<file path="src/rtl/fetch_unit_if.sv">
// fetch_unit_if: bus bundle for the instruction-fetch stage.
//   master : the fetch unit (drives imem request and decode-side outputs)
//   slave  : the environment (redirect source, instruction memory, decode)
// Signals:
//   redirect_valid/abs/base/imm  redirect request and target operands
//   imem_req/imem_addr           read request to synchronous instruction memory
//   imem_rdata                   read data, one cycle after imem_req
//   out_valid/out_ready          decode handshake; out_instr/out_pc payload
//   misalign_err                 sticky misaligned-redirect flag
interface fetch_unit_if #(
    parameter int ADDR_WIDTH  = 16,
    parameter int INSTR_WIDTH = 32
);
    logic                   redirect_valid;
    logic                   redirect_abs;
    logic [ADDR_WIDTH-1:0]  redirect_base;
    logic [INSTR_WIDTH-1:0] redirect_imm;
    logic                   imem_req;
    logic [ADDR_WIDTH-1:0]  imem_addr;
    logic [INSTR_WIDTH-1:0] imem_rdata;
    logic                   out_valid;
    logic                   out_ready;
    logic [INSTR_WIDTH-1:0] out_instr;
    logic [ADDR_WIDTH-1:0]  out_pc;
    logic                   misalign_err;

    modport master (
        input  redirect_valid, redirect_abs, redirect_base, redirect_imm,
        output imem_req, imem_addr,
        input  imem_rdata,
        output out_valid,
        input  out_ready,
        output out_instr, out_pc, misalign_err
    );

    modport slave (
        output redirect_valid, redirect_abs, redirect_base, redirect_imm,
        input  imem_req, imem_addr,
        output imem_rdata,
        input  out_valid,
        output out_ready,
        input  out_instr, out_pc, misalign_err
    );
endinterface

</file>
<file path="src/rtl/fetch_unit.sv">
// fetch_unit: sequential instruction-fetch front end.
// Owns the PC, issues reads to a synchronous-read instruction memory, buffers
// returned words in a DEPTH-entry FIFO and hands (instr, pc) to decode over a
// valid/ready handshake. Redirects (relative or absolute) flush everything
// buffered or in flight and restart fetching at the target.
// Ports:
//   clk  - clock, rising edge
//   rst  - asynchronous reset, active low
//   bus  - fetch_unit_if.master (redirect, imem, decode handshake, error flag)
module fetch_unit #(
    parameter int                    ADDR_WIDTH  = 16,
    parameter int                    INSTR_WIDTH = 32,
    parameter int                    DEPTH       = 2,
    parameter logic [ADDR_WIDTH-1:0] RESET_PC    = '0
) (
    input  logic         clk,
    input  logic         rst,
    fetch_unit_if.master bus
);
    localparam int CW = $clog2(DEPTH + 1);
    localparam int PW = $clog2(DEPTH);

    typedef struct packed {
        logic [INSTR_WIDTH-1:0] instr;
        logic [ADDR_WIDTH-1:0]  pc;
    } entry_t;

    entry_t                mem [DEPTH];
    logic [ADDR_WIDTH-1:0] pc;
    logic [ADDR_WIDTH-1:0] inflight_pc;
    logic [CW-1:0]         count;
    logic [PW-1:0]         rd_ptr;
    logic [PW-1:0]         wr_ptr;
    logic                  inflight;
    logic                  kill;
    logic                  err;

    logic                  head_valid;
    logic                  pop;
    logic                  resp_valid;
    logic                  issue;
    logic                  misalign;
    logic [CW:0]           occupancy;
    logic [ADDR_WIDTH-1:0] target;

    // Only the low ADDR_WIDTH bits of the immediate take part in the target.
    logic unused_imm_hi;
    assign unused_imm_hi = ^bus.redirect_imm[INSTR_WIDTH-1:ADDR_WIDTH];

    assign head_valid = (count != '0);
    assign pop        = head_valid & bus.out_ready;
    assign resp_valid = inflight & ~kill;

    // Slots already owed to the FIFO (buffered + in flight) minus the one
    // leaving this cycle; a new request is allowed only if its response is
    // guaranteed a free slot, so the FIFO can never overflow.
    assign occupancy = {1'b0, count} + (CW+1)'(inflight) - (CW+1)'(pop);
    assign issue     = rst & ~bus.redirect_valid & (occupancy < (CW+1)'(DEPTH));

    always_comb begin
        target = bus.redirect_base + bus.redirect_imm[ADDR_WIDTH-1:0];
        if (bus.redirect_abs) target[0] = 1'b0;
        misalign    = (target[1:0] != 2'b00);
        target[1:0] = 2'b00;
    end

    always_ff @(posedge clk or negedge rst) begin
        if (!rst) begin
            pc          <= RESET_PC;
            inflight_pc <= '0;
            count       <= '0;
            rd_ptr      <= '0;
            wr_ptr      <= '0;
            inflight    <= 1'b0;
            kill        <= 1'b0;
            err         <= 1'b0;
            for (int i = 0; i < DEPTH; i++) mem[i] <= '0;
        end else begin
            kill <= 1'b0;
            if (bus.redirect_valid) begin
                // A pop this cycle still completes; everything behind it is dropped.
                pc       <= target;
                count    <= '0;
                rd_ptr   <= '0;
                wr_ptr   <= '0;
                inflight <= 1'b0;
                kill     <= inflight;
                if (misalign) err <= 1'b1;
            end else begin
                inflight <= issue;
                if (issue) begin
                    pc          <= pc + ADDR_WIDTH'(4);
                    inflight_pc <= pc;
                end
                if (resp_valid) begin
                    mem[wr_ptr] <= '{instr: bus.imem_rdata, pc: inflight_pc};
                    wr_ptr      <= wr_ptr + PW'(1);
                end
                if (pop) rd_ptr <= rd_ptr + PW'(1);
                count <= count + CW'(resp_valid) - CW'(pop);
            end
        end
    end

    assign bus.imem_req     = issue;
    assign bus.imem_addr    = pc;
    assign bus.out_valid    = head_valid;
    assign bus.out_instr    = mem[rd_ptr].instr;
    assign bus.out_pc       = mem[rd_ptr].pc;
    assign bus.misalign_err = err;
endmodule

</file>
<file path="src/flat_wrapper.sv">
// flat-port wrapper written by rule: the top's interface ports become plain ports
module fetch_unit_flat 
#(
    parameter int                    ADDR_WIDTH  = 16,
    parameter int                    INSTR_WIDTH = 32,
    parameter int                    DEPTH       = 2,
    parameter logic [ADDR_WIDTH-1:0] RESET_PC    = '0
)
  (clk, rst, bus_redirect_valid, bus_redirect_abs, bus_redirect_base, bus_redirect_imm, bus_imem_req, bus_imem_addr, bus_imem_rdata, bus_out_valid, bus_out_ready, bus_out_instr, bus_out_pc, bus_misalign_err);
  fetch_unit_if #(.ADDR_WIDTH(ADDR_WIDTH), .INSTR_WIDTH(INSTR_WIDTH)) bus_i ();
  input  logic clk;
  input  logic rst;
  input wire logic [$bits(bus_i.redirect_valid)-1:0] bus_redirect_valid;
  input wire logic [$bits(bus_i.redirect_abs)-1:0] bus_redirect_abs;
  input wire logic [$bits(bus_i.redirect_base)-1:0] bus_redirect_base;
  input wire logic [$bits(bus_i.redirect_imm)-1:0] bus_redirect_imm;
  output wire logic [$bits(bus_i.imem_req)-1:0] bus_imem_req;
  output wire logic [$bits(bus_i.imem_addr)-1:0] bus_imem_addr;
  input wire logic [$bits(bus_i.imem_rdata)-1:0] bus_imem_rdata;
  output wire logic [$bits(bus_i.out_valid)-1:0] bus_out_valid;
  input wire logic [$bits(bus_i.out_ready)-1:0] bus_out_ready;
  output wire logic [$bits(bus_i.out_instr)-1:0] bus_out_instr;
  output wire logic [$bits(bus_i.out_pc)-1:0] bus_out_pc;
  output wire logic [$bits(bus_i.misalign_err)-1:0] bus_misalign_err;
  assign bus_i.redirect_valid = bus_redirect_valid;
  assign bus_i.redirect_abs = bus_redirect_abs;
  assign bus_i.redirect_base = bus_redirect_base;
  assign bus_i.redirect_imm = bus_redirect_imm;
  assign bus_imem_req = bus_i.imem_req;
  assign bus_imem_addr = bus_i.imem_addr;
  assign bus_i.imem_rdata = bus_imem_rdata;
  assign bus_out_valid = bus_i.out_valid;
  assign bus_i.out_ready = bus_out_ready;
  assign bus_out_instr = bus_i.out_instr;
  assign bus_out_pc = bus_i.out_pc;
  assign bus_misalign_err = bus_i.misalign_err;
  fetch_unit #(.ADDR_WIDTH(ADDR_WIDTH), .INSTR_WIDTH(INSTR_WIDTH), .DEPTH(DEPTH), .RESET_PC(RESET_PC)) u_core (.clk(clk), .rst(rst), .bus(bus_i));
endmodule
</file>
<file path="config.mk">
export PLATFORM = sky130hd
export DESIGN_NAME = fetch_unit_flat
export DESIGN_NICKNAME = d
export VERILOG_FILES = /design/src/rtl/fetch_unit_if.sv /design/src/rtl/fetch_unit.sv /design/src/flat_wrapper.sv
export SDC_FILE = /design/constraint.sdc
export NUM_CORES = 1
export LEC_CHECK = 0
export CELL_PAD_IN_SITES_DETAIL_PLACEMENT = 0
export CELL_PAD_IN_SITES_GLOBAL_PLACEMENT = 1
export CORE_MARGIN = 8
export CORE_UTILIZATION = 40
export DETAILED_ROUTE_END_ITERATION = 8
export PLACE_DENSITY = 0.81
export SETUP_SLACK_MARGIN = 0.1
export SKIP_CTS_REPAIR_TIMING = 1
export SLEW_MARGIN = 5
export SYNTH_ARGS = -nofsm -noshare
export SYNTH_HDL_FRONTEND = slang
export SYNTH_SLANG_ARGS = --single-unit
</file>
<file path="constraint.sdc">
create_clock -name clk -period 5 [get_ports clk]
set_clock_uncertainty 0.2 [all_clocks]
set_input_delay 1.5 -clock clk [delete_from_list [all_inputs] [get_ports clk]]
set_output_delay 1.5 -clock clk [all_outputs]
set_load 0.02 [all_outputs]
</file>
Word-level counts from Yosys, hierarchy flattened
Cells that the tools add are included.
- add/sub/neg operators: 8
- multiply operators: 0
- div/mod/pow operators: 0
- order comparisons: 4
- eq/ne operators: 0
- shifts and indexed selects: 0
- multiplexer cells: 16
- bitwise gates (word level): 8
- reductions and logical operators: 9
- operators with widths (kind ; number):
    48-bit two-way mux ; 4
    96-bit bitwise mux ; 1
    48-bit demux with 1-bit select ; 1
    16-bit two-way mux ; 2
    16-bit adder ; 1
    16-bit by 3-bit adder with 16-bit output, second input constant ; 1
    2-bit nonzero test ; 5
    1-bit two-way mux ; 7
    2-bit AND reduction ; 3
    1-bit AND ; 4
    2-bit greater-or-equal comparator, second input constant ; 2
    1-bit inverter with 2-bit output ; 2
    2-bit by 1-bit adder with 3-bit output ; 1
    3-bit by 2-bit less-than comparator with 1-bit output, second input constant ; 1
    3-bit by 1-bit subtractor with 3-bit output ; 1
    1-bit adder, second input constant ; 2
    2-bit by 1-bit adder with 2-bit output ; 1
    2-bit by 1-bit less-than comparator with 1-bit output, second input constant ; 1
    2-bit two-way mux ; 1
    1-bit inverter ; 2
    2-bit by 1-bit subtractor with 2-bit output ; 1
    1-bit logical AND ; 1
- flip-flop bits (word level): 135
- latch bits: 0
- bits in writable memories: 0
- ROM bits: 0
- input port bits: 85
- output and inout port bits: 67
- word-level logic and storage cells: 57
- memories kept: 0

Logic depth before layout (Yosys ltp)
Gate-level depths: netlist (run 1).
- depth in word-level cells: 7
- depth in mapped cells: 13
- depth with buffers taken out: 13

Least setup slack after synthesis (run 1)
Ideal clock, no wire load.
- kind: in2out
- start point: input bus_out_ready
- end point: output bus_imem_req
- arrival time: 3.098 ns
- required time: 3.300 ns
- setup slack: 0.202 ns
- stages on the path: 8
- path buffers: 0
- path through: and2_1 ha_1 inv_1 nand2_1 fa_1 and2_1 nand3_1 inv_2
- longest elaborated chain between the ends: 4
- RTL lines (item ; RTL line ; source):
    start, declared ; flat_wrapper.sv:21 ; input wire logic [$bits(bus_i.out_ready)-1:0] bus_out_ready;
    1-bit AND ; fetch_unit.sv:51 ; assign pop = head_valid & bus.out_ready;
    3-bit by 1-bit subtractor with 3-bit output ; fetch_unit.sv:57 ; assign occupancy = {1'b0, count} + (CW+1)'(inflight) - (CW+1)'(pop);
    3-bit by 2-bit less-than comparator with 1-bit output ; fetch_unit.sv:58 ; assign issue = rst & ~bus.redirect_valid & (occupancy < (CW+1)'(DEPTH));
    1-bit AND ; fetch_unit.sv:58 ;
    end, declared ; flat_wrapper.sv:17 ; output wire logic [$bits(bus_i.imem_req)-1:0] bus_imem_req;
Every way passes these cells.

Worst setup path after layout (run 1)
Same ends and word-level chain as after synthesis.

==> results of run 1 <==
[logic make-up after synthesis]
family,Yosys count
and+or+nand+nor,76
adders and majority gates,21
xor gates and xnor gates,22
DFF,127
buffers and inverters,38
other,1
muxes,151
AOI/OAI and AO/OA,70
[worst reg2reg max path: stages, from the launching register on]
cell	delay, ns
dfrtp_1	0.46
inv_1	0.11
nand2_1	0.07
and2_4	0.17
ha_4	0.21
inv_2	0.06
nand2_2	0.05
fa_2	0.54
buf_4	0.12
nand3b_4	0.09
nor4b_2	0.43
nand3_1	0.15
xor2_1	0.17
a221oi_2	0.26
[path summary, 6_finish.rpt]
check                                     start                        to  slack [ns]  cells past startpoint
worst max register to register  u_core.count[1]  u_core.bus.imem_addr[12]        1.83                     13
worst min-delay path             u_core.mem[15]            u_core.mem[15]        0.28                      1
min in group asynchronous                   rst     u_core.inflight_pc[4]        1.02                      2
worst max-delay path              bus_out_ready              bus_imem_req        0.26                     10
max in group asynchronous                   rst            u_core.mem[21]        2.13                      3
worst min register to register   u_core.mem[15]            u_core.mem[15]        0.28                      1
[area by class of cell]
class,instances,area [µm²]
clock buffers,20,457
clock inverters,12,160
fillers,1341,7120
inverters,12,47.5
multi-input cells,344,3110
flip-flops and latches,127,3180
well taps,216,270
repair buffers,146,1430
[routing by layer]
layer / vias to the layer above / GRT usage [%]
li1: 2107 / -
met5: - / 0
met1: 2146 / 20.0
met2: 124 / 24.2
met3: 17 / 4.53
met4: 0 / 5.54
[metrics by stage]
stage | setup slack [ns] | std cells | cell area, µm² | hold WS (ns) | TNS (ns)
2_1_floorplan | 0.202 | 509 | 6410 | 0.252 | 0
3_3_place_gp | -0.670 | 845 | 7980 | 0.261 | -0.670
3_5_place_dp | -0.656 | 845 | 7980 | 0.268 | -0.656
4_1_cts | -0.670 | 877 | 8600 | 0.281 | -0.670
5_1_grt | 0.209 | 877 | 8650 | 0.290 | 0
6_report | 0.261 | 877 | 8650 | 0.277 | 0
[registers in the layout (all words and copies together), names as in the netlist]
name,flops
u_core.bus.misalign_err,1
u_core.kill,1
u_core.inflight,1
u_core.rd_ptr,1
u_core.inflight_pc,14
u_core.wr_ptr,1
u_core.bus.imem_addr,14
u_core.count,2
u_core.mem,92
[synthesized netlist by cell type (all sizes together) (5+ instances only)]
cell type    n
nand2       27
mux2       148
xor2        12
dfrtp      127
xnor2       10
a21o         5
o21ai       15
nand3       10
ha          19
clkbuf       7
a21oi       25
inv         12
nor2        12
buf         19
[power by group]
group	switching, W	internal (W)
registers	0.000296	0.00148
logic	0.00103	0.00117
clock network	0.000444	0.000813
total	0.00177	0.00347
==> reports/results.txt, run 1 <==
Avg Synthesized Cell Area - 12.6 µm²
status - finished clean
met2 wire length - 6.83 mm
vias in the first global route - 4846
Crit path max-delay family - adder cells
DR vias/cell - 5.01
number of flops mapped to enable cells by yosys - 0
commonest non-fill, non-tap cell in the layout - clkdlybuf4s50_1
Max Cap Viol - 0
WP buf/inv - 4
register area share after synthesis - 49.7%
drt pass-1 iters - 6
H-tree Lvls - 4
antenna diode count - 0
Yosys cell types - 51
Layout area overhead - 35.1%
top metal layer carrying routed signals - met4
RSZ-0062 raised after global routing - no
later-pin clock latency in the skew report - 0.41 ns
worst-path cell chain - dlymetal6s2s_1 -> and2_4 -> ha_4 -> inv_2 -> nand2_2 -> fa_2 -> and2_4 -> nand3_4 -> inv_4 -> buf_6
initial antenna violation count - 0
CP endpoint kind - output pin
Die Y - 142 µm
VDD IR-drop max - 276 µV
relative slew slack - 31.2%
metal3 WL - 866 µm
most frequent cells in the layout - clkdlybuf4s50_1, dfrtp_1, mux2_1, mux2_2, nand2_1
synthesized area - 0.00640 mm²
share of post-route cells with drive strength above 1 - 17.5%
Synth Register Bits - 127
area leader, netlist - dfrtp_1
Critical Setup Path Class - in2out
Critical Path RT - 3.30 ns
Leak - 3.79 nW
final number of hold-violating endpoints - 0
CTS Buf Count - 17
Max clock buf depth - 2
Synth Area in Adders - 4.34%
nets - 754
fin crit share - 94.8%
Chip Width - 142 µm
Clock Sinks - 127
top_reg_cell synth - dfrtp_1
Ys Warns - 0
Util after Layout - 54.8%
IO Pins - 152
dominant cells by area after synthesis - dfrtp_1, mux2_1, mux2_2
GRT Total Usage - 15.5%
Setup crit start kind - primary input
Worst Hold Class - reg2reg
final setup violation count - 0
Synth async-reset ratio - 100%
drt total wl - 15.0 mm
first-pass GRT wire length - 24.9 mm
Largest stage delay, worst path - 0.54 ns
DR vias - 4394
wire per inst - 17.1 µm
Post-Synth XOR/XNOR Area - 3.01%
Final Wtd Congestion - 0.815
compound-cell area share of the yosys netlist - 7.27%
Die ar. - 0.0203 mm²
fraction of the mapped netlist area in simple logic gates - 6.41%
Worst Tran Pin Value - 1.03 ns
core area - 0.0158 mm²
CTS tree - built
largest net degree at the start of global routing - 84
Synth top area share - 49.7%
Final min period - 4.74 ns
met1 WL - 7.12 mm
DR iter-0 viols - 223
Buffers on Ports - 131
initial core utilization - 40.6%
CP max stage cell - fa_2
Worst-path clk slew - 0.05 ns
Syn Inst Count - 506
hpwl dp - 10.8 mm
largest family of logic cells by synthesized area - multiplexers
grt ovf - 0
power per cell area - 605 mW/mm²
Antenna Nets Post-Route - 0
highest clock rate - 0.211 GHz
count of final max-slew check failures - 0
drt drc - 0
overall power - 0.00523 W
row count - 46
CP max FO - 2
mux share of post-synthesis cell area - 26.5%
root buffer cell - clkbuf_16
CP dominant cell by count - and2_4
Worst EP arrival - 3.04 ns
No activity file was read; power rests on OpenSTA's default activity.
==> run 2, diff against run 1 <==
- CTS_CLUSTER_SIZE: default -> 24
- GPL_ROUTABILITY_DRIVEN: default -> 0
==> reports/results.txt, run 2 (synthesized netlist as in run 1, its figures left out) <==
Buffers on Ports - 131
Switching Power - 0.00176 W
RSZ-0062 raised after global routing - no
core area - 0.0158 mm²
antenna diode count - 0
Flop pwr share - 34.3%
Largest Register - u_core.mem
root buffer cell - clkbuf_16
Die ar. - 0.0203 mm²
DR vias - 4449
Final min period - 4.73 ns
initial antenna violation count - 0
H-tree Lvls - 4
fin crit share - 94.6%
sink of the worst hold path - u_core.mem[4]
drt drc - 0
Hold Path Depth - 1
Critical Path RT - 3.30 ns
Worst Tran Pin Value - 1.02 ns
drt total wl - 14.9 mm
Setup crit start kind - primary input
Setup TNS - 0 ns
reg2reg start - u_core.count[1]
vias in the first global route - 4802
CTS tree - built
largest net degree at the start of global routing - 84
Worst EP arrival - 3.03 ns
Max clock buf depth - 2
Final WS setup - 0.272 ns
Reg2Reg Depth - 13
pre-CTS setup slack - -0.687 ns
GRT Total Usage - 15.0%
Worst Hold Class - reg2reg
CP max FO - 2
CP endpoint kind - output pin
DR vias/cell - 5.07
IO Pins - 152
Max Cap Viol - 0
grt ovf - 0
DR iter-0 viols - 196
Layout area overhead - 34.7%
first-pass GRT wire length - 24.4 mm
Clock Sinks - 127
Antenna Nets Post-Route - 0
Worst Hold Launch - u_core.mem[4]
final setup violation count - 0
Critical Setup Path Class - in2out
status - finished clean
reg-to-reg slack, setup - 1.78 ns
CTS Buf Count - 17
wire per inst - 16.9 µm
max reg flops - 92
later-pin clock latency in the skew report - 0.40 ns
commonest non-fill, non-tap cell in the layout - clkdlybuf4s50_1
Sw Share - 33.9%
hpwl dp - 10.8 mm
row count - 46
share of post-route cells with drive strength above 1 - 17.2%
power per cell area - 601 mW/mm²
count of final max-slew check failures - 0
Leak - 3.79 nW
highest clock rate - 0.211 GHz
Die Y - 142 µm
Worst-path clk slew - 0.05 ns
drt pass-1 iters - 4
relative slew slack - 31.9%
r2r endpoint - u_core.bus.imem_addr[12]
final number of hold-violating endpoints - 0
initial core utilization - 40.6%
Chip Width - 142 µm
most frequent cells in the layout - clkdlybuf4s50_1, dfrtp_1, mux2_1, mux2_2, nand2_1
nets - 755
VDD IR-drop max - 266 µV
Cell Int Power - 0.00343 W
combinational share of power - 42.5%
Clk pwr share - 23.2%
## run 2: power by group through the flow
stage          logic, W  clock network, W  registers, W
6_report        0.00220           0.00120       0.00178
3_3_place_gp    0.00216                 0       0.00175
4_1_cts         0.00221           0.00123       0.00178
3_5_place_dp    0.00220                 0       0.00179
2_1_floorplan   0.00131                 0       0.00171
5_1_grt         0.00236           0.00129       0.00184
## run 2: routing by layer
layer	GRT usage, %	wire (µm)	up-vias
li1	-	-	2114
met1	19.0	6890	2196
met2	24.0	6810	125
met3	4.46	987	14
met4	4.75	160	0
met5	0	0	-
## run 2: layout make-up
cell class | count | area (µm²)
multi-input cells | 344 | 3100
clock buffers | 23 | 478
fillers | 1356 | 7150
well taps | 216 | 270
inverters | 12 | 47.5
repair buffers | 147 | 1430
flip-flops and latches | 127 | 3180
clock inverters | 9 | 108
## run 2: how the worst max path moves through the flow
stage / endpoint / startpoint / depth (start not counted)
after global placement: bus_imem_req / bus_out_ready / 10
after floorplan: bus_imem_req / bus_out_ready / 8
after CTS: bus_imem_req / bus_out_ready / 10
after global routing: bus_imem_req / bus_out_ready / 10
after detailed placement: bus_imem_req / bus_out_ready / 10
final: bus_imem_req / bus_out_ready / 10
## run 2: through the flow
step	utilization (%)	instance area, µm²	instances	hold slack [ns]	power [W]
after floorplan	-	6410	509	0.252	0.00302
after global placement	50.6	7980	845	0.261	0.00391
after detailed placement	50.6	7980	845	0.268	0.00399
after CTS	54.3	8570	877	0.281	0.00522
after global routing	54.7	8620	878	0.295	0.00549
final	54.7	8620	878	0.278	0.00518
## run 2: worst max-delay path, cell delays in order
cell and delay (ns):
dlymetal6s2s_1 0.12, and2_4 0.14, ha_4 0.21, inv_4 0.05, nand2_2 0.04, fa_1 0.44
xnor2_2 0.22, nand3_4 0.10, inv_2 0.07, buf_6 0.12
